### src/rtl/sp_ram_pkg.sv
// Shared constants and types for the parametrised single-port RAM.
// Holds read/write mode encodings and the clear-sequencer state type.
package sp_ram_pkg;

    localparam int RD_BYPASS  = 0;
    localparam int RD_PIPE    = 1;

    localparam int WR_NORMAL  = 0;
    localparam int WR_THROUGH = 1;
    localparam int WR_RBW     = 2;

    typedef enum logic {
        CLEAR = 1'b0,
        RUN   = 1'b1
    } clr_state_t;

    function automatic int byte_lanes(input int width);
        return width / 8;
    endfunction

endpackage

### src/rtl/sp_ram_clear_fsm.sv
// Post-reset memory-clear sequencer: walks every address once, writing zero,
// then parks in RUN until the next reset. Only built with SP_RAM_CLEAR_EN.
module sp_ram_clear_fsm
    import sp_ram_pkg::*;
#(
    parameter int ADDR_W = 8
) (
    input  logic              clk,
    input  logic              reset,
    output logic              busy,
    output logic              clr_we,
    output logic [ADDR_W-1:0] clr_addr
);

    localparam logic [ADDR_W-1:0] LAST_ADDR = '1;

    clr_state_t        r_state;
    clr_state_t        w_state_nxt;
    logic [ADDR_W-1:0] r_addr;
    logic [ADDR_W-1:0] w_addr_nxt;
    logic              w_we;

    always_ff @(posedge clk) begin
        if (reset) begin
            r_state <= CLEAR;
            r_addr  <= '0;
        end else begin
            r_state <= w_state_nxt;
            r_addr  <= w_addr_nxt;
        end
    end

    always_comb begin
        w_state_nxt = r_state;
        w_addr_nxt  = r_addr;
        w_we        = 1'b0;
        case (r_state)
            CLEAR: begin
                w_we       = 1'b1;
                w_addr_nxt = r_addr + 1'b1;
                if (r_addr == LAST_ADDR) begin
                    w_state_nxt = RUN;
                end
            end
            RUN: begin
                w_state_nxt = RUN;
            end
            default: begin
                w_state_nxt = CLEAR;
            end
        endcase
    end

    // Busy also covers the reset cycles themselves, before the state register settles.
    assign busy     = reset || (r_state == CLEAR);
    assign clr_we   = w_we && !reset;
    assign clr_addr = r_addr;

endmodule

### src/rtl/sp_ram_param.sv
// Parametrised single-port synchronous RAM with byte enables, three write modes,
// optional output pipeline and optional post-reset clear (macro SP_RAM_CLEAR_EN).
module sp_ram_param
    import sp_ram_pkg::*;
#(
    parameter int DATA_W     = 8,
    parameter int ADDR_W     = 8,
    parameter int READ_MODE  = 0,
    parameter int WRITE_MODE = 0
) (
    input  logic                  clk,
    input  logic                  reset,
    input  logic                  ce,
    input  logic                  oce,
    input  logic                  wre,
    input  logic [DATA_W/8-1:0]   be,
    input  logic [ADDR_W-1:0]     ad,
    input  logic [DATA_W-1:0]     din,
    output logic [DATA_W-1:0]     dout,
    output logic                  busy
);

    localparam int NB    = byte_lanes(DATA_W);
    localparam int DEPTH = 2 ** ADDR_W;

    if ((DATA_W % 8) != 0 || DATA_W < 8) begin : g_bad_width
        $error("sp_ram_param: DATA_W must be a non-zero multiple of 8");
    end
    if (READ_MODE != RD_BYPASS && READ_MODE != RD_PIPE) begin : g_bad_rmode
        $error("sp_ram_param: READ_MODE must be 0 or 1");
    end
    if (WRITE_MODE != WR_NORMAL && WRITE_MODE != WR_THROUGH && WRITE_MODE != WR_RBW) begin : g_bad_wmode
        $error("sp_ram_param: WRITE_MODE must be 0, 1 or 2");
    end

    logic [DATA_W-1:0] r_mem [DEPTH];
    logic [DATA_W-1:0] r_stage1;
    logic [DATA_W-1:0] r_stage2;
    logic [DATA_W-1:0] w_old;
    logic [DATA_W-1:0] w_merged;
    logic [DATA_W-1:0] w_wdata;
    logic [NB-1:0]     w_wbe;
    logic [ADDR_W-1:0] w_waddr;
    logic [ADDR_W-1:0] w_clr_addr;
    logic              w_clr_we;
    logic              w_busy;
    logic              w_user_acc;

`ifdef SP_RAM_CLEAR_EN
    sp_ram_clear_fsm #(
        .ADDR_W (ADDR_W)
    ) u_clear (
        .clk      (clk),
        .reset    (reset),
        .busy     (w_busy),
        .clr_we   (w_clr_we),
        .clr_addr (w_clr_addr)
    );
`else
    assign w_busy     = 1'b0;
    assign w_clr_we   = 1'b0;
    assign w_clr_addr = '0;
`endif

    assign w_user_acc = ce && !w_busy;
    assign w_old      = r_mem[ad];

    always_comb begin
        w_merged = w_old;
        for (int unsigned i = 0; i < NB; i++) begin
            if (be[i]) begin
                w_merged[8*i +: 8] = din[8*i +: 8];
            end
        end
    end

    // The sequencer owns the write port while clearing; user writes are dropped then.
    always_comb begin
        w_waddr = ad;
        w_wdata = din;
        w_wbe   = '0;
        if (w_clr_we) begin
            w_waddr = w_clr_addr;
            w_wdata = '0;
            w_wbe   = '1;
        end else if (w_user_acc && wre) begin
            w_wbe   = be;
        end
    end

    always_ff @(posedge clk) begin
        for (int unsigned i = 0; i < NB; i++) begin
            if (w_wbe[i]) begin
                r_mem[w_waddr][8*i +: 8] <= w_wdata[8*i +: 8];
            end
        end
    end

    always_ff @(posedge clk) begin
        if (reset || w_busy) begin
            r_stage1 <= '0;
        end else if (ce) begin
            if (!wre) begin
                r_stage1 <= w_old;
            end else if (WRITE_MODE == WR_THROUGH) begin
                r_stage1 <= w_merged;
            end else if (WRITE_MODE == WR_RBW) begin
                r_stage1 <= w_old;
            end
        end
    end

    always_ff @(posedge clk) begin
        if (reset || w_busy) begin
            r_stage2 <= '0;
        end else if (oce) begin
            r_stage2 <= r_stage1;
        end
    end

    always_comb begin
        dout = (READ_MODE == RD_PIPE) ? r_stage2 : r_stage1;
    end

    assign busy = w_busy;

endmodule

### config.mk
export PLATFORM = sky130hd
export DESIGN_NAME = sp_ram_param
export DESIGN_NICKNAME = d
export VERILOG_FILES = /design/src/rtl/sp_ram_pkg.sv /design/src/rtl/sp_ram_clear_fsm.sv /design/src/rtl/sp_ram_param.sv
export SDC_FILE = /design/constraint.sdc
export NUM_CORES = 2
export LEC_CHECK = 0
export ABC_AREA = 1
export CORE_ASPECT_RATIO = 0.7
export CORE_MARGIN = 1
export CORE_UTILIZATION = 50
export CTS_BUF_LIST = sky130_fd_sc_hd__clkbuf_8 sky130_fd_sc_hd__clkbuf_16
export CTS_CLUSTER_SIZE = 20
export DETAILED_ROUTE_END_ITERATION = 16
export PLACE_DENSITY = 0.76
export SYNTH_ARGS = -nofsm -noshare
export SYNTH_HDL_FRONTEND = slang
export SYNTH_SLANG_ARGS = --single-unit
### constraint.sdc
create_clock -name clk -period 6.44 [get_ports clk]
set_clock_uncertainty 0.05 [all_clocks]
set_input_delay 1.932 -clock clk [delete_from_list [all_inputs] [get_ports clk]]
set_output_delay 1.932 -clock clk [all_outputs]
set_load 0.01 [all_outputs]
==> impl_metrics.xml <==
<?xml version="1.0" encoding="UTF-8"?>
<metrics>
  <group name="power_and_ir_drop">
    <metric name="sequentialPowerShare" unit="">0.554</metric>
    <metric name="cell_internal_pwr" unit="uW">20700</metric>
    <metric name="switching_power" unit="uW">5920</metric>
    <metric name="leakagePower" unit="uW">0.0337</metric>
    <metric name="netSwitchingFraction" unit="">0.223</metric>
    <metric name="power-per-cell-area" unit="nW/um^2">292</metric>
    <metric name="max_vdd_drop" unit="V">0.000258</metric>
    <metric name="power_frac_comb" unit="">0.056</metric>
    <metric name="part_of_the_total_power_dissipated_in_the_clock_network" unit="">0.390</metric>
  </group>
  <group name="clocking">
    <metric name="tritoncts_clock_tree" unit="">yes</metric>
    <metric name="clkSlewWorstSetupHoldPaths" unit="ns">0.06</metric>
    <metric name="cts_repair_resize_count" unit="">0</metric>
    <metric name="insertion_delay" unit="ns">0.81</metric>
    <metric name="clock-root-buffer" unit="">sky130_fd_sc_hd__clkbuf_16</metric>
    <metric name="clkSinkCount" unit="">2056</metric>
    <metric name="holdBufCountCts" unit="">0</metric>
    <metric name="htree_num_levels" unit="">4</metric>
    <metric name="clock_path_buffers" unit="">3</metric>
    <metric name="cts_setup_buffers" unit="">0</metric>
    <metric name="cts_made_buffers" unit="">174</metric>
  </group>
  <group name="logic_synthesis">
    <metric name="synth-compound-area-share" unit="">0.0162</metric>
    <metric name="main_combinational_cell_family_by_area_after_synthesis" unit="">simple AND/OR/NAND/NOR gates</metric>
    <metric name="avgSynthCellArea" unit="um^2">11.1</metric>
    <metric name="synth_warnings" unit="">0</metric>
    <metric name="synth_area_leader_cell" unit="">sky130_fd_sc_hd__edfxtp_1</metric>
    <metric name="ys_seq_elements" unit="">2056</metric>
    <metric name="synth_top_area_frac" unit="">0.741</metric>
    <metric name="synth.area.top_cells" unit="">sky130_fd_sc_hd__edfxtp_1 (74%), sky130_fd_sc_hd__nand2_1 (17%), sky130_fd_sc_hd__nor2_1 (2.7%), sky130_fd_sc_hd__buf_2 (1.2%), sky130_fd_sc_hd__nand4_1 (1.0%)</metric>
    <metric name="post_synth_fa_ha_maj_area_fraction" unit="">0</metric>
    <metric name="post_synth_mux_area_share" unit="">0</metric>
    <metric name="synthDistinctLibCells" unit="">21</metric>
    <metric name="netlist_instances" unit="">7453</metric>
    <metric name="synth-edff-count" unit="">2048</metric>
    <metric name="mappedNetlistArea" unit="um^2">83000</metric>
    <metric name="synth_nets" unit="">7475</metric>
    <metric name="sequential_cell_area_fraction_in_the_yosys_report" unit="">0.743</metric>
    <metric name="yosys.area_share.xor_xnor" unit="">0</metric>
    <metric name="synth_simple_gate_area_share" unit="">0.219</metric>
    <metric name="synth-async-reset-ratio" unit="">0</metric>
    <metric name="dominantRegCellSynth" unit="">sky130_fd_sc_hd__edfxtp_1</metric>
  </group>
  <group name="routing">
    <metric name="wire_per_inst" unit="um">22.4</metric>
    <metric name="vias" unit="">55100</metric>
    <metric name="drtIter0Drc" unit="">7982</metric>
    <metric name="avgViaCountPerCell" unit="">5.68</metric>
    <metric name="drt_wl_total" unit="mm">217</metric>
    <metric name="remaining_drc_errors" unit="">0</metric>
    <metric name="detail_route.first_pass.iterations" unit="">6</metric>
    <metric name="drtAntennaViolNets" unit="">0</metric>
  </group>
  <group name="global_route">
    <metric name="grt_overflow_total" unit="">0</metric>
    <metric name="number_of_antenna_violations_at_the_first_check_in_global_routing" unit="">5</metric>
    <metric name="grt_max_degree" unit="">165</metric>
    <metric name="track_usage" unit="">0.257</metric>
    <metric name="first_global_vias" unit="">52000</metric>
    <metric name="grt_first_pass_wirelength" unit="mm">321</metric>
  </group>
  <group name="min_path">
    <metric name="hold_path.class" unit="">register to register</metric>
    <metric name="worstHoldStart" unit="">dout[5]$_SDFFE_PP0P_</metric>
  </group>
  <group name="sta">
    <metric name="final-hold-violation-count" unit="">0</metric>
    <metric name="maxSlewViolCount" unit="">0</metric>
    <metric name="max_slew.worst_pin.slew" unit="ns">1.21</metric>
    <metric name="setup-tns-final" unit="ns">0</metric>
    <metric name="final_min_period_over_clock_period" unit="">0.739</metric>
    <metric name="rsz0062_at_grt" unit="">false</metric>
    <metric name="timing.hold.ws" unit="ns">0.566</metric>
    <metric name="max_freq" unit="MHz">210</metric>
    <metric name="setup_viol" unit="">0</metric>
    <metric name="postLayoutSetupSlackWorst" unit="ns">1.68</metric>
    <metric name="slew-limit-headroom" unit="">0.190</metric>
    <metric name="finalWorstPathRequiredPeriod" unit="ns">4.76</metric>
  </group>
  <group name="floorplanning">
    <metric name="num_rows" unit="">124</metric>
    <metric name="die_height" unit="um">343</metric>
    <metric name="fp.dieW" unit="um">489</metric>
    <metric name="fp.coreArea" unit="um^2">164000</metric>
    <metric name="io_pins" unit="">31</metric>
    <metric name="initial_utilization" unit="">0.506</metric>
    <metric name="die-area" unit="um^2">168000</metric>
  </group>
  <group name="worst_setup_path">
    <metric name="critPathLaunch" unit="">wre</metric>
    <metric name="worstPathArrival" unit="ns">5.13</metric>
    <metric name="critical_path.max_fanout" unit="">18</metric>
    <metric name="timing.critical_path.to_type" unit="">register</metric>
    <metric name="startpoint_type" unit="">primary input</metric>
    <metric name="r2r-start" unit="">r_mem[233][3]$_DFFE_PP_</metric>
    <metric name="critPathRequiredTime" unit="ns">6.81</metric>
    <metric name="critical_path_class" unit="">primary input to register</metric>
  </group>
  <group name="finish">
    <metric name="drive_gt1_frac" unit="">0.0454</metric>
    <metric name="post_layout_nonfiller_instances" unit="">9705</metric>
    <metric name="final_nets" unit="">7377</metric>
    <metric name="fillers" unit="">12900</metric>
    <metric name="synthToLayoutAreaGrowth" unit="%">9.59</metric>
  </group>
  <group name="placed_design">
    <metric name="post-place-ws" unit="ns">0.912</metric>
    <metric name="place.port_buffers" unit="">28</metric>
    <metric name="dp_hpwl" unit="mm">118</metric>
    <metric name="gp_routability_congestion" unit="">0.913</metric>
    <metric name="dpl.cell_count" unit="">9384</metric>
  </group>
  <group name="job">
    <metric name="max-cap-violations" unit="">0</metric>
  </group>
  <group name="outcome">
    <metric name="outcome" unit="">finished, final reports clean</metric>
  </group>
</metrics>
==> cell usage in the layout (no fill, tap or decap), types with 3 or more instances in the layout <==
cell type / synthesis / routed
sky130_fd_sc_hd__inv_1: 38 / 74
sky130_fd_sc_hd__clkinv_1: 1 / 47
sky130_fd_sc_hd__diode_2: 0 / 5
sky130_fd_sc_hd__clkinvlp_4: 0 / 4
sky130_fd_sc_hd__o21ai_1: 46 / 46
sky130_fd_sc_hd__buf_4: 2 / 56
sky130_fd_sc_hd__clkdlybuf4s50_1: 0 / 18
sky130_fd_sc_hd__o21ai_0: 98 / 98
sky130_fd_sc_hd__edfxtp_1: 2048 / 2048
sky130_fd_sc_hd__nand3_1: 125 / 125
sky130_fd_sc_hd__inv_8: 0 / 3
sky130_fd_sc_hd__clkbuf_8: 0 / 5
sky130_fd_sc_hd__nor2_1: 587 / 582
sky130_fd_sc_hd__a21oi_1: 124 / 124
sky130_fd_sc_hd__bufinv_16: 0 / 13
sky130_fd_sc_hd__clkinv_2: 0 / 28
sky130_fd_sc_hd__buf_12: 0 / 29
sky130_fd_sc_hd__dfxtp_1: 8 / 8
sky130_fd_sc_hd__buf_8: 0 / 8
sky130_fd_sc_hd__nand2_1: 3846 / 3846
sky130_fd_sc_hd__nand4_1: 136 / 136
sky130_fd_sc_hd__clkbuf_16: 0 / 181
sky130_fd_sc_hd__nor2_4: 0 / 5
==> synthesized netlist by cell type (2+ instances only) <==
cell and n:
sky130_fd_sc_hd__o21ai_1 46, sky130_fd_sc_hd__nor2_1 587, sky130_fd_sc_hd__o21ai_0 98, sky130_fd_sc_hd__buf_2 192, sky130_fd_sc_hd__inv_2 4, sky130_fd_sc_hd__inv_1 38
sky130_fd_sc_hd__nand3_1 125, sky130_fd_sc_hd__nor3_1 2, sky130_fd_sc_hd__nand2_1 3846, sky130_fd_sc_hd__buf_1 34, sky130_fd_sc_hd__nand4_1 136, sky130_fd_sc_hd__dfxtp_1 8
sky130_fd_sc_hd__buf_4 2, sky130_fd_sc_hd__edfxtp_1 2048, sky130_fd_sc_hd__clkbuf_1 158, sky130_fd_sc_hd__a21oi_1 124
==> stage by stage <==
step	power, uW	area [um^2]	util
after global routing	27200	91000	0.555
after global placement	16400	85500	0.521
after detailed placement	16400	85500	0.521
after CTS	26600	91000	0.555
after floorplan	15800	83000	-
final	26600	91000	0.555
==> cell type report <==
type / count / area, um^2 / share of cell area
Antenna cell: 5 / 12.5 / 0.000138
Clock buffer: 184 / 4570 / 0.0502
Clock inverter: 132 / 936 / 0.0103
Inverter: 43 / 186 / 0.00205
Multi-Input combinational cell: 4967 / 19500 / 0.215
Sequential cell: 2056 / 61700 / 0.678
Tap cell: 2205 / 2760 / 0.0303
Timing Repair Buffer: 113 / 1330 / 0.0146
==> path summary, 6_finish.rpt <==
kind         slack, ns                       to  depth (start not counted)
min reg2reg       0.57     dout[5]$_SDFFE_PP0P_                          2
max reg2reg       3.95     dout[3]$_SDFFE_PP0P_                         12
max               1.68  r_mem[226][5]$_DFFE_PP_                          6
min               0.57     dout[5]$_SDFFE_PP0P_                          2
==> sequential cells by signal, indices dropped and copies added (netlist names) <==
signal and flops:
r_mem 2048, dout 8
==> logic make-up after synthesis <==
family,Yosys count
flip-flops,2056
buffers and inverters,430
AND/OR/NAND/NOR,4698
other,1
AO/OA/AOI/OAI,268
==> power groups by stage <==
stage	registers (uW)	clock network, uW	logic [uW]
final	14700	10400	1480
after global routing	14700	10900	1590
after CTS	14700	10400	1440
after detailed placement	15000	0	1430
after global placement	15000	0	1400
after floorplan	15000	0	768
==> layer usage <==
metal	global-route usage	share of wire
met1	0.362	0.39
met2	0.379	0.44
met3	0.0744	0.14
met4	0.0967	0.036
met5	0	0.00016
==> worst max-delay path: stages <==
cell                              delay [ns]
sky130_fd_sc_hd__clkdlybuf4s50_1        0.49
sky130_fd_sc_hd__nand3_1                0.27
sky130_fd_sc_hd__clkinv_1               0.39
sky130_fd_sc_hd__nand2_1                0.76
sky130_fd_sc_hd__buf_4                  0.52
sky130_fd_sc_hd__nor2_1                 0.73
No activity file was read; power rests on OpenSTA's default activity.
